$ cat src/rtl/text_console_writer_pkg.sv
// Shared constants, control codes and state encoding for the character-RAM console writer.
package text_console_writer_pkg;

  localparam int COLS   = 80;
  localparam int ROWS   = 60;
  localparam int ADDR_W = 13;

  localparam logic [6:0] CH_BS    = 7'h08;
  localparam logic [6:0] CH_LF    = 7'h0A;
  localparam logic [6:0] CH_FF    = 7'h0C;
  localparam logic [6:0] CH_CR    = 7'h0D;
  localparam logic [6:0] CH_SPACE = 7'h20;

  typedef enum logic [1:0] {
    ST_CLEAR_ALL = 2'd0,
    ST_CLEAR_ROW = 2'd1,
    ST_IDLE      = 2'd2
  } state_e;

  function automatic logic is_printable(input logic [6:0] c);
    return (c >= 7'h20) && (c <= 7'h7E);
  endfunction

endpackage

$ cat src/rtl/text_console_writer.sv
// Console writer: consumes a valid/ready ASCII stream and issues single-cycle writes to the
// character RAM write port, tracking a cursor and handling CR, LF, BS, FF, wrap and clears.
//
// state        | meaning
// ST_CLEAR_ALL | writing spaces over every cell, one per cycle
// ST_CLEAR_ROW | writing spaces over the cursor row, one per cycle
// ST_IDLE      | ready to accept a code
module text_console_writer #(
  parameter int COLS   = text_console_writer_pkg::COLS,
  parameter int ROWS   = text_console_writer_pkg::ROWS,
  parameter int ADDR_W = text_console_writer_pkg::ADDR_W
) (
  input  logic              clk,
  input  logic              reset,
  input  logic              charValid,
  input  logic [6:0]        charData,
  output logic              charReady,
  output logic              charRamWrEn,
  output logic [ADDR_W-1:0] charRamAddr,
  output logic [6:0]        charRamData,
  output logic [6:0]        cursorCol,
  output logic [5:0]        cursorRow,
  output logic              busy
);
  import text_console_writer_pkg::*;

  localparam logic [ADDR_W-1:0] LAST_CELL    = ADDR_W'(COLS * ROWS - 1);
  localparam logic [ADDR_W-1:0] LAST_CLR_COL = ADDR_W'(COLS - 1);
  localparam logic [ADDR_W-1:0] ROW_STEP     = ADDR_W'(COLS);
  localparam logic [6:0]        LAST_COL     = 7'(COLS - 1);
  localparam logic [5:0]        LAST_ROW     = 6'(ROWS - 1);

  state_e            state_q;
  logic [ADDR_W-1:0] clr_q;
  logic [ADDR_W-1:0] row_base_q;
  logic [ADDR_W-1:0] addr_q;
  logic [6:0]        data_q;
  logic              wr_en_q;
  logic [6:0]        col_q;
  logic [5:0]        row_q;

  logic [ADDR_W-1:0] cur_addr;
  logic [5:0]        nl_row_d;
  logic [ADDR_W-1:0] nl_base_d;

  // Row and row base after a newline; both wrap together so no multiply is ever needed.
  always_comb begin
    cur_addr  = row_base_q + ADDR_W'(col_q);
    nl_row_d  = row_q + 6'd1;
    nl_base_d = row_base_q + ROW_STEP;
    if (row_q == LAST_ROW) begin
      nl_row_d  = '0;
      nl_base_d = '0;
    end
  end

  always_ff @(posedge clk or posedge reset) begin
    if (reset) begin
      state_q    <= ST_CLEAR_ALL;
      clr_q      <= '0;
      row_base_q <= '0;
      addr_q     <= '0;
      data_q     <= '0;
      wr_en_q    <= 1'b0;
      col_q      <= '0;
      row_q      <= '0;
    end else begin
      wr_en_q <= 1'b0;
      case (state_q)
        ST_CLEAR_ALL: begin
          wr_en_q <= 1'b1;
          addr_q  <= clr_q;
          data_q  <= CH_SPACE;
          if (clr_q == LAST_CELL) begin
            clr_q   <= '0;
            state_q <= ST_IDLE;
          end else begin
            clr_q <= clr_q + 1'b1;
          end
        end
        ST_CLEAR_ROW: begin
          wr_en_q <= 1'b1;
          addr_q  <= row_base_q + clr_q;
          data_q  <= CH_SPACE;
          if (clr_q == LAST_CLR_COL) begin
            clr_q   <= '0;
            state_q <= ST_IDLE;
          end else begin
            clr_q <= clr_q + 1'b1;
          end
        end
        ST_IDLE: begin
          if (charValid) begin
            if (is_printable(charData)) begin
              wr_en_q <= 1'b1;
              addr_q  <= cur_addr;
              data_q  <= charData;
              if (col_q == LAST_COL) begin
                col_q      <= '0;
                row_q      <= nl_row_d;
                row_base_q <= nl_base_d;
                clr_q      <= '0;
                state_q    <= ST_CLEAR_ROW;
              end else begin
                col_q <= col_q + 7'd1;
              end
            end else if (charData == CH_LF) begin
              col_q      <= '0;
              row_q      <= nl_row_d;
              row_base_q <= nl_base_d;
              clr_q      <= '0;
              state_q    <= ST_CLEAR_ROW;
            end else if (charData == CH_CR) begin
              col_q <= '0;
            end else if (charData == CH_BS) begin
              if (col_q != 7'd0) begin
                col_q   <= col_q - 7'd1;
                wr_en_q <= 1'b1;
                addr_q  <= cur_addr - 1'b1;
                data_q  <= CH_SPACE;
              end
            end else if (charData == CH_FF) begin
              col_q      <= '0;
              row_q      <= '0;
              row_base_q <= '0;
              clr_q      <= '0;
              state_q    <= ST_CLEAR_ALL;
            end
          end
        end
        default: begin
          clr_q   <= '0;
          state_q <= ST_CLEAR_ALL;
        end
      endcase
    end
  end

  assign charReady   = (state_q == ST_IDLE);
  assign busy        = ~charReady;
  assign charRamWrEn = wr_en_q;
  assign charRamAddr = addr_q;
  assign charRamData = data_q;
  assign cursorCol   = col_q;
  assign cursorRow   = row_q;

endmodule

$ cat config.mk
export PLATFORM = sky130hd
export DESIGN_NAME = text_console_writer
export DESIGN_NICKNAME = d
export VERILOG_FILES = /design/src/rtl/text_console_writer_pkg.sv /design/src/rtl/text_console_writer.sv
export SDC_FILE = /design/constraint.sdc
export NUM_CORES = 1
export LEC_CHECK = 0
export CORE_ASPECT_RATIO = 1.4
export CORE_MARGIN = 3
export CORE_UTILIZATION = 35
export CTS_CLUSTER_SIZE = 30
export DETAILED_ROUTE_END_ITERATION = 7
export HOLD_SLACK_MARGIN = 0.1
export SLEW_MARGIN = 20
export SYNTH_ARGS = -nofsm -noshare
export SYNTH_HDL_FRONTEND = slang
export SYNTH_SLANG_ARGS = --single-unit
$ cat constraint.sdc
create_clock -name clk -period 7 [get_ports clk]
set_input_delay 1.4 -clock clk [delete_from_list [all_inputs] [get_ports clk]]
set_output_delay 1.4 -clock clk [all_outputs]
set_load 0.02 [all_outputs]
== Word level (Yosys, flattened, before mapping) ==
Index checks and enable logic that the tools add are counted.
Widths: inputs -> output; s select.
Storage, ports and cells
  register bits after elaboration: 62
  latch bits: 0
  RAM bits: 0
  memory bits (read-only): 0
  bits of input ports: 10
  output and inout port bits: 36
  logic and storage cells: 117
  memories kept: 0
Operators by class
  add/sub/neg operators: 8
  multipliers: 0
  div/mod/pow operators: 0
  order comparisons: 2
  eq/ne operators: 25
  shift operators: 0
  mux-type cells: 59
  bitwise logic cells: 1
  reductions and logical operators: 14
Operators with widths (number)
  $mux 13: 19
  $mux 7: 13
  $pmux 13 s3: 2
  $mux 6: 7
  $eq 7x4->1 const B: 4
  $mux 2: 9
  $reduce_and 6->1: 3
  $pmux 7 s2: 1
  $add 13x1->13 const B: 1
  $add 13x13->13: 1
  $add 13x7->13: 1
  $add 13x7->13 const B: 1
  $eq 13x13->1 const B: 1
  $eq 13x7->1 const B: 1
  $sub 13x1->13 const B: 1
  $ne 3x3->1 const B: 4
  $ne 4x4->1 const B: 2
  $add 7x1->7 const B: 1
  $eq 7x7->1 const B: 1
  $ge 7x6->1 const B: 1
  $le 7x7->1 const B: 1
  $reduce_and 7->1: 1
  $reduce_bool 7->1: 1
  $sub 7x1->7 const B: 1
  other kinds (22): 31

== Longest topological paths before layout ==
Gate-level depths: netlist (run 1).
  depth in word-level cells: 9
  mapped depth: 11
  depth with buffers taken out: 11

== Least setup slack after synthesis (run 1) ==
Ideal clock, no wire load.
  path type: input-to-reg
  from: input port charData[0]
  to: register addr_q[8] (netlist: charRamAddr[8])
  library setup time: 66 ps
  arrival: 3620 ps
  required time: 6934 ps
  path slack: 3314 ps
  stages on the path: 9
  path buffers: 1
  cell sequence: buf_2 -> nand4_2 -> o32ai_2 -> nand2_2 -> or4_1 -> or4b_1 -> and3_1 -> o311ai_1 -> a22o_1
On the way
  word-level cells in the longest chain between the ends: 5
  elaborated cells between the ends (all ways): 14
  those cells by class: order compare (2); eq/ne (7); mux (3); reduce/logical (2)
RTL lines
  from (decl): line text_console_writer.sv:16  | input logic [6:0] charData,
  $ge 7x6->1 / $le 7x7->1 (equally long branches): line text_console_writer_pkg.sv:21  | return (c >= 7'h20) && (c <= 7'h7E);
  $logic_and 1x1->1: line text_console_writer_pkg.sv:21
  $mux 13: line text_console_writer.sv:94  | if (is_printable(charData)) begin
  $mux 13: line text_console_writer.sv:93  | if (charValid) begin
  $pmux 13 s3: line text_console_writer.sv:69  | case (state_q)
  to (signal assigned): line text_console_writer.sv:72  | addr_q <= clr_q;
  to (signal assigned): line text_console_writer.sv:83  | addr_q <= row_base_q + clr_q;
  to (signal assigned): line text_console_writer.sv:96  | addr_q <= cur_addr;
  to (decl): line text_console_writer.sv:36  | logic [ADDR_W-1:0] addr_q;
Several ways; a longest one is shown, not always the timed one. The select of a mux whose other input is x is not followed.
A chain may end at the register's enable or synchronous reset.

== Worst setup path in the final report (run 1) ==
Same ends and word-level chain as after synthesis.

==> impl_metrics.py, run 1 <==
metrics = {
    "outcome": {
        "status": "complete, no violations",
    },
    "synth": {
        "yosysWarnings": 0,
        "ys_top_cells_by_area": "dfrtp_1 (33%), ha_1 (8.0%), o21ai_0 (4.4%)",
        "synth_edf_count": 0,
        "ys_ff_latch": 62,
        "avgSynthCellArea_um2": 8.20,
        "ys_seq_area_share_pct": 33.1,
        "synth_nets": 614,
        "synth_cell_types": 65,
        "yosysTopAreaCellShare_pct": 33.1,
        "yosysTopAreaCell": "dfrtp_1",
        "synth_cells": 572,
        "ys.flop_type": "dfrtp_1",
        "syn_area_um2": 4690,
        "async_reset_ff_share_pct": 100,
    },
    "cts": {
        "cts-buffers-inserted": 9,
        "cts_max_level": 3,
        "clk-insertion-delay-late_ns": 0.33,
        "cts_setup_buffers": 0,
        "cts.sinks": 62,
        "ctsResizeCount": 0,
        "cts.hold.buffers_added": 0,
        "clkTransAtPathRegs_ns": 0.05,
        "clk_path_buf_depth": 2,
        "cts_root_buffer": "clkbuf_16",
        "cts_tree": "yes",
    },
    "floorplan": {
        "row_count": 49,
        "fp.coreArea_um2": 13000,
        "start_util_pct": 36.1,
        "ios": 46,
        "fp.dieArea_um2": 14900,
        "die-width_um": 104,
        "die_h_um": 143,
    },
    "layout": {
        "fin_util_pct": 43.1,
        "design_area_um2": 5600,
        "final_common_cell": "dfrtp_1",
        "layout_common_cells": "dfrtp_1 (62), nand2_1 (54), nor2_1 (52)",
        "drive_gt1_share_pct": 5.07,
        "syn_to_final_growth_pct": 19.4,
        "diodes": 0,
        "final_cells": 789,
        "final_nets": 648,
    },
    "flow_run": {
        "drv_cap": 0,
    },
    "placed_design": {
        "port_buffers": 45,
        "dp_slack_ns": 2.14,
        "placedCellCount": 773,
        "gp_congestion": 0.831,
        "dpl.hpwl_mm": 9.79,
        "placed_cell_area_um2": 5300,
    },
    "sta": {
        "max_slew_margin_pct": 27.1,
        "finClkSkew_ns": 0.00652,
        "final_max_slew_viol_count": 0,
        "fin_ws_ns": 2.46,
        "timing.fmax_mhz": 220,
        "rsz0062_at_grt": "no",
        "min_period_ns": 4.54,
        "setup_viol_count_final": 0,
        "finalHoldWorstSlack_ns": 0.467,
        "worstMarginPinSlew_ns": 1.09,
        "fin_crit_sh_pct": 64.9,
        "finalHoldViolations": 0,
        "tns_ns": 0,
    },
    "global_route": {
        "grt_pass1_wl_mm": 21.9,
        "grt_max_degree": 63,
        "grt_busiest_layer": "met2",
        "use_met2_pct": 33.3,
        "grt_usage_pct": 18.3,
        "met1_usage_pct": 21.0,
        "met3_usage_pct": 3.08,
        "grt_pass1_vias": 4375,
        "antenna_found_initial": 0,
        "grt-ovfl-total": 0,
    },
    "pwr": {
        "leakage_nw": 2.28,
        "max-vdd-ir-drop_uv": 107,
        "power_density_nw_per_um2": 194,
        "power.total_mw": 1.09,
    },
    "drt": {
        "drt_wl_total_mm": 13.3,
        "wl_per_cell_um": 16.8,
        "vias": 4499,
        "drc_errors": 0,
        "firstDrtPassIters": 5,
        "routed_via_density": 5.70,
        "drtAntennaViolNets": 0,
        "drtIter0Drc": 270,
    },
    "worst_setup_path": {
        "worst-setup-path-type": "in2reg",
        "worstPathMaxFanout": 11,
        "critPathLaunchType": "input pin",
        "crit_arrival_ns": 4.81,
        "required_ns": 7.27,
        "end_kind": "flip-flop",
    },
    "hold_path": {
        "hp-class": "reg2reg",
    },
}
power breakdown:
part / switching [mW] / internal, mW
clock: 0.157 / 0.294
combinational: 0.107 / 0.0897
sequential: 0.0436 / 0.394
worst max-delay path, stage by stage:
cell	delay (ns)
clkdlybuf4s50_1	0.62
nand4_2	0.16
o32ai_2	0.70
nand2_2	0.17
or4_1	0.59
or4b_1	0.54
and3_1	0.20
o311ai_1	0.26
a22o_1	0.16
Yosys cell counts (all sizes together) (6+ instances only):
library cell and count:
and2 7, and3 18, nor3 13, a21oi 33
o21a 6, nand4 10, nor2 52, a31oi 7
or3 6, dfrtp 62, xnor2 12, o31ai 28
clkbuf 23, nand2 55, a221oi 8, inv 15
a211oi 11, o21ai 64, nand3 28, ha 30
a21o 7
final cells by class:
class	instances	area [um2]
Multi-Input combinational cell	467	2980
Tap cell	178	223
Sequential cell	62	1550
Clock inverter	3	42.5
Timing Repair Buffer	50	488
Clock buffer	13	260
Inverter	16	60.1
Fill cell	1334	7400
flip-flops by register name (all words and copies together), names as in the netlist:
name         cells
charRamAddr     13
charRamData      7
charRamWrEn      1
clr_q           13
cursorCol        7
cursorRow        6
row_base_q      13
state_q          2
logic make-up (layout without fill, tap and decap cells):
logic type	Yosys count	in the layout	share of synthesized area (%)
AOI/OAI and AO/OA	198	198	27.6
and+or+nand+nor	215	215	22.7
buffers and inverters	43	82	3.49
adders and majority gates	32	32	8.85
muxes	5	5	1.12
DFF	62	62	33.1
xor gates and xnor gates	17	17	3.17
per-layer routing:
layer | vias to the layer above | part of all wire [%]
met4 | 0 | 2.9
met5 | - | 0
li1 | 2219 | -
met2 | 119 | 51
met1 | 2138 | 42
met3 | 23 | 4.0
worst paths after layout:
check	start	endpoint	slack, ns	depth (start not counted)
min in group asynchronous	reset	charRamData[6]	1.62	3
setup reg to reg	cursorCol[0]	charRamAddr[8]	3.54	11
hold / removal	charRamData[3]	charRamData[3]	0.47	2
max in group asynchronous	reset	state_q[1]	4.84	3
hold reg to reg	charRamData[3]	charRamData[3]	0.47	2
setup / recovery	charData[0]	charRamAddr[8]	2.46	9
(Power assumes the default switching activity.)
==> inputs of run 2 (changes only) <==
==> constraint.sdc (replaced) <==
create_clock -name clk -period 4.4 [get_ports clk]
set_input_delay 0.88 -clock clk [delete_from_list [all_inputs] [get_ports clk]]
set_output_delay 0.88 -clock clk [all_outputs]
set_load 0.02 [all_outputs]
==> impl_metrics.py, run 2 (synthesis results as in run 1) <==
metrics = {
    "sta": {
        "rsz0062_at_grt": "no",
        "min_period_ns": 3.57,
        "tns_ns": 0,
        "finalHoldViolations": 0,
        "final_max_slew_viol_count": 0,
        "fin_crit_sh_pct": 81.2,
        "worstMarginPinSlew_ns": 0.883,
        "setup_viol_count_final": 0,
        "timing.fmax_mhz": 280,
        "max_slew_margin_pct": 41.2,
        "finalHoldWorstSlack_ns": 0.471,
        "finClkSkew_ns": 0.00707,
        "fin_ws_ns": 0.826,
    },
    "cts": {
        "cts-buffers-inserted": 9,
        "cts.hold.buffers_added": 0,
        "cts_root_buffer": "clkbuf_16",
        "cts_tree": "yes",
        "cts_setup_buffers": 0,
        "cts_max_level": 3,
        "ctsResizeCount": 0,
        "clkTransAtPathRegs_ns": 0.05,
        "clk_path_buf_depth": 2,
        "clk-insertion-delay-late_ns": 0.34,
        "cts.sinks": 62,
    },
    "floorplan": {
        "start_util_pct": 36.1,
        "fp.dieArea_um2": 14900,
        "die-width_um": 104,
        "row_count": 49,
        "fp.coreArea_um2": 13000,
        "ios": 46,
        "die_h_um": 143,
    },
    "drt": {
        "drtAntennaViolNets": 0,
        "firstDrtPassIters": 4,
        "drtIter0Drc": 251,
        "drt_wl_total_mm": 13.2,
        "wl_per_cell_um": 16.6,
        "vias": 4576,
        "routed_via_density": 5.74,
        "drc_errors": 0,
    },
    "layout": {
        "fillers": 1347,
        "drive_gt1_share_pct": 6.30,
        "final_nets": 656,
        "layout_common_cells": "dfrtp_1 (62), nand2_1 (54), nor2_1 (52)",
        "design_area_um2": 5630,
        "final_common_cell": "dfrtp_1",
        "syn_to_final_growth_pct": 20.0,
        "diodes": 0,
        "fin_util_pct": 43.3,
    },
    "global_route": {
        "grt-ovfl-total": 0,
        "antenna_found_initial": 0,
        "grt_max_degree": 48,
        "grt_pass1_wl_mm": 22.6,
        "grt_pass1_vias": 4530,
        "grt_usage_pct": 18.7,
    },
    "pwr": {
        "power_density_nw_per_um2": 295,
        "leakage_nw": 2.31,
        "max-vdd-ir-drop_uv": 145,
    },
    "hold_path": {
        "hold_path.startpoint": "charRamData[3]",
        "min_to": "charRamData[3]",
        "hold_depth": 2,
        "hp-class": "reg2reg",
    },
    "placed_design": {
        "placed_cell_area_um2": 5360,
        "port_buffers": 45,
        "dp_slack_ns": 0.533,
        "dpl.hpwl_mm": 9.96,
        "gp_congestion": 0.923,
    },
    "flow_run": {
        "drv_cap": 0,
    },
    "worst_setup_path": {
        "worst-setup-path-type": "in2reg",
        "cpMaxStageDelayCell": "clkdlybuf4s50_1",
        "critPathLaunchType": "input pin",
        "rrSetupSlack_ns": 0.95,
        "cp_num_buf_inv": 3,
        "reg2reg_to": "charRamAddr[8]",
        "worstPathMaxFanout": 17,
        "critical_path.max_stage_delay_ns": 0.63,
        "crit_chain": "clkdlybuf4s50_1 > nand4_2 > o32ai_2 > buf_4 > a31oi_1 > a21oi_1 > a21oi_1 > buf_4 > nor2_1 > nand2_1 > o31ai_1",
        "r2r_start": "cursorCol[0]",
        "cpLargestDelayFamily": "compound AO/OA/AOI/OAI gates",
        "reg2regPathDepth": 11,
        "crit_arrival_ns": 3.82,
        "end_kind": "flip-flop",
        "required_ns": 4.64,
    },
    "outcome": {
        "status": "complete, no violations",
    },
}
==> run 2: cell count changes in the layout (fill, tap and decap cells not counted), sizes merged <==
cell / previous run / this run
inv: 15 / 14
buf: 5 / 13
clkbuf: 13 / 12
clkinv: 2 / 5
bufinv: 1 / 0
==> run 2: worst max-delay path by stage <==
| stage | slack (ns) | startpoint | cells past startpoint | to |
|---|---|---|---|---|
| 6_report | 0.83 | charData[0] | 11 | clr_q[9] |
| 2_1_floorplan | 1.16 | cursorCol[0] | 11 | charRamAddr[8] |
| 3_5_place_dp | 0.53 | charData[0] | 11 | clr_q[9] |
| 5_1_grt | 0.69 | charData[0] | 11 | clr_q[9] |
| 4_1_cts | 0.87 | charData[0] | 11 | clr_q[9] |
| 3_3_place_gp | 0.58 | charData[0] | 9 | charRamAddr[8] |
==> run 2: per-layer routing <==
metal	global-route usage [%]	vias up	part of all wire (%)
li1	-	2236	-
met1	22.0	2187	42
met2	33.7	120	51
met3	2.04	33	3.1
met4	9.45	0	3.3
met5	0	-	0
==> run 2: layout make-up <==
| class | count | area (um2) | area share (%) |
|---|---|---|---|
| clock buffers | 12 | 246 | 4.38 |
| clock inverters | 4 | 22.5 | 0.400 |
| inverters | 16 | 61.3 | 1.09 |
| multi-input cells | 467 | 2980 | 52.9 |
| flip-flops and latches | 62 | 1550 | 27.6 |
| well taps | 178 | 223 | 3.96 |
| repair buffers | 58 | 548 | 9.74 |
==> run 2: worst reg2reg max path, stage by stage, from the launching register on <==
cell	delay [ns]
dfrtp_1	0.48
ha_1	0.27
inv_1	0.07
fa_1	0.41
nor2b_1	0.25
o31a_1	0.18
a21oi_1	0.10
or4_1	0.45
or4b_1	0.53
and3_1	0.19
o311ai_1	0.28
a22o_1	0.17
==> run 2: through the flow <==
| stage | instances | total power [mW] |
|---|---|---|
| 2_1_floorplan | 572 | 0.893 |
| 3_3_place_gp | 781 | 1.01 |
| 3_5_place_dp | 781 | 1.03 |
| 4_1_cts | 797 | 1.68 |
| 5_1_grt | 797 | 1.75 |
| 6_report | 797 | 1.66 |
==> run 2: report_power, final <==
group | total (mW) | internal (mW) | switching (mW)
logic | 0.313 | 0.144 | 0.169
clock network | 0.644 | 0.393 | 0.251
registers | 0.701 | 0.626 | 0.0743
total | 1.66 | 1.16 | 0.495
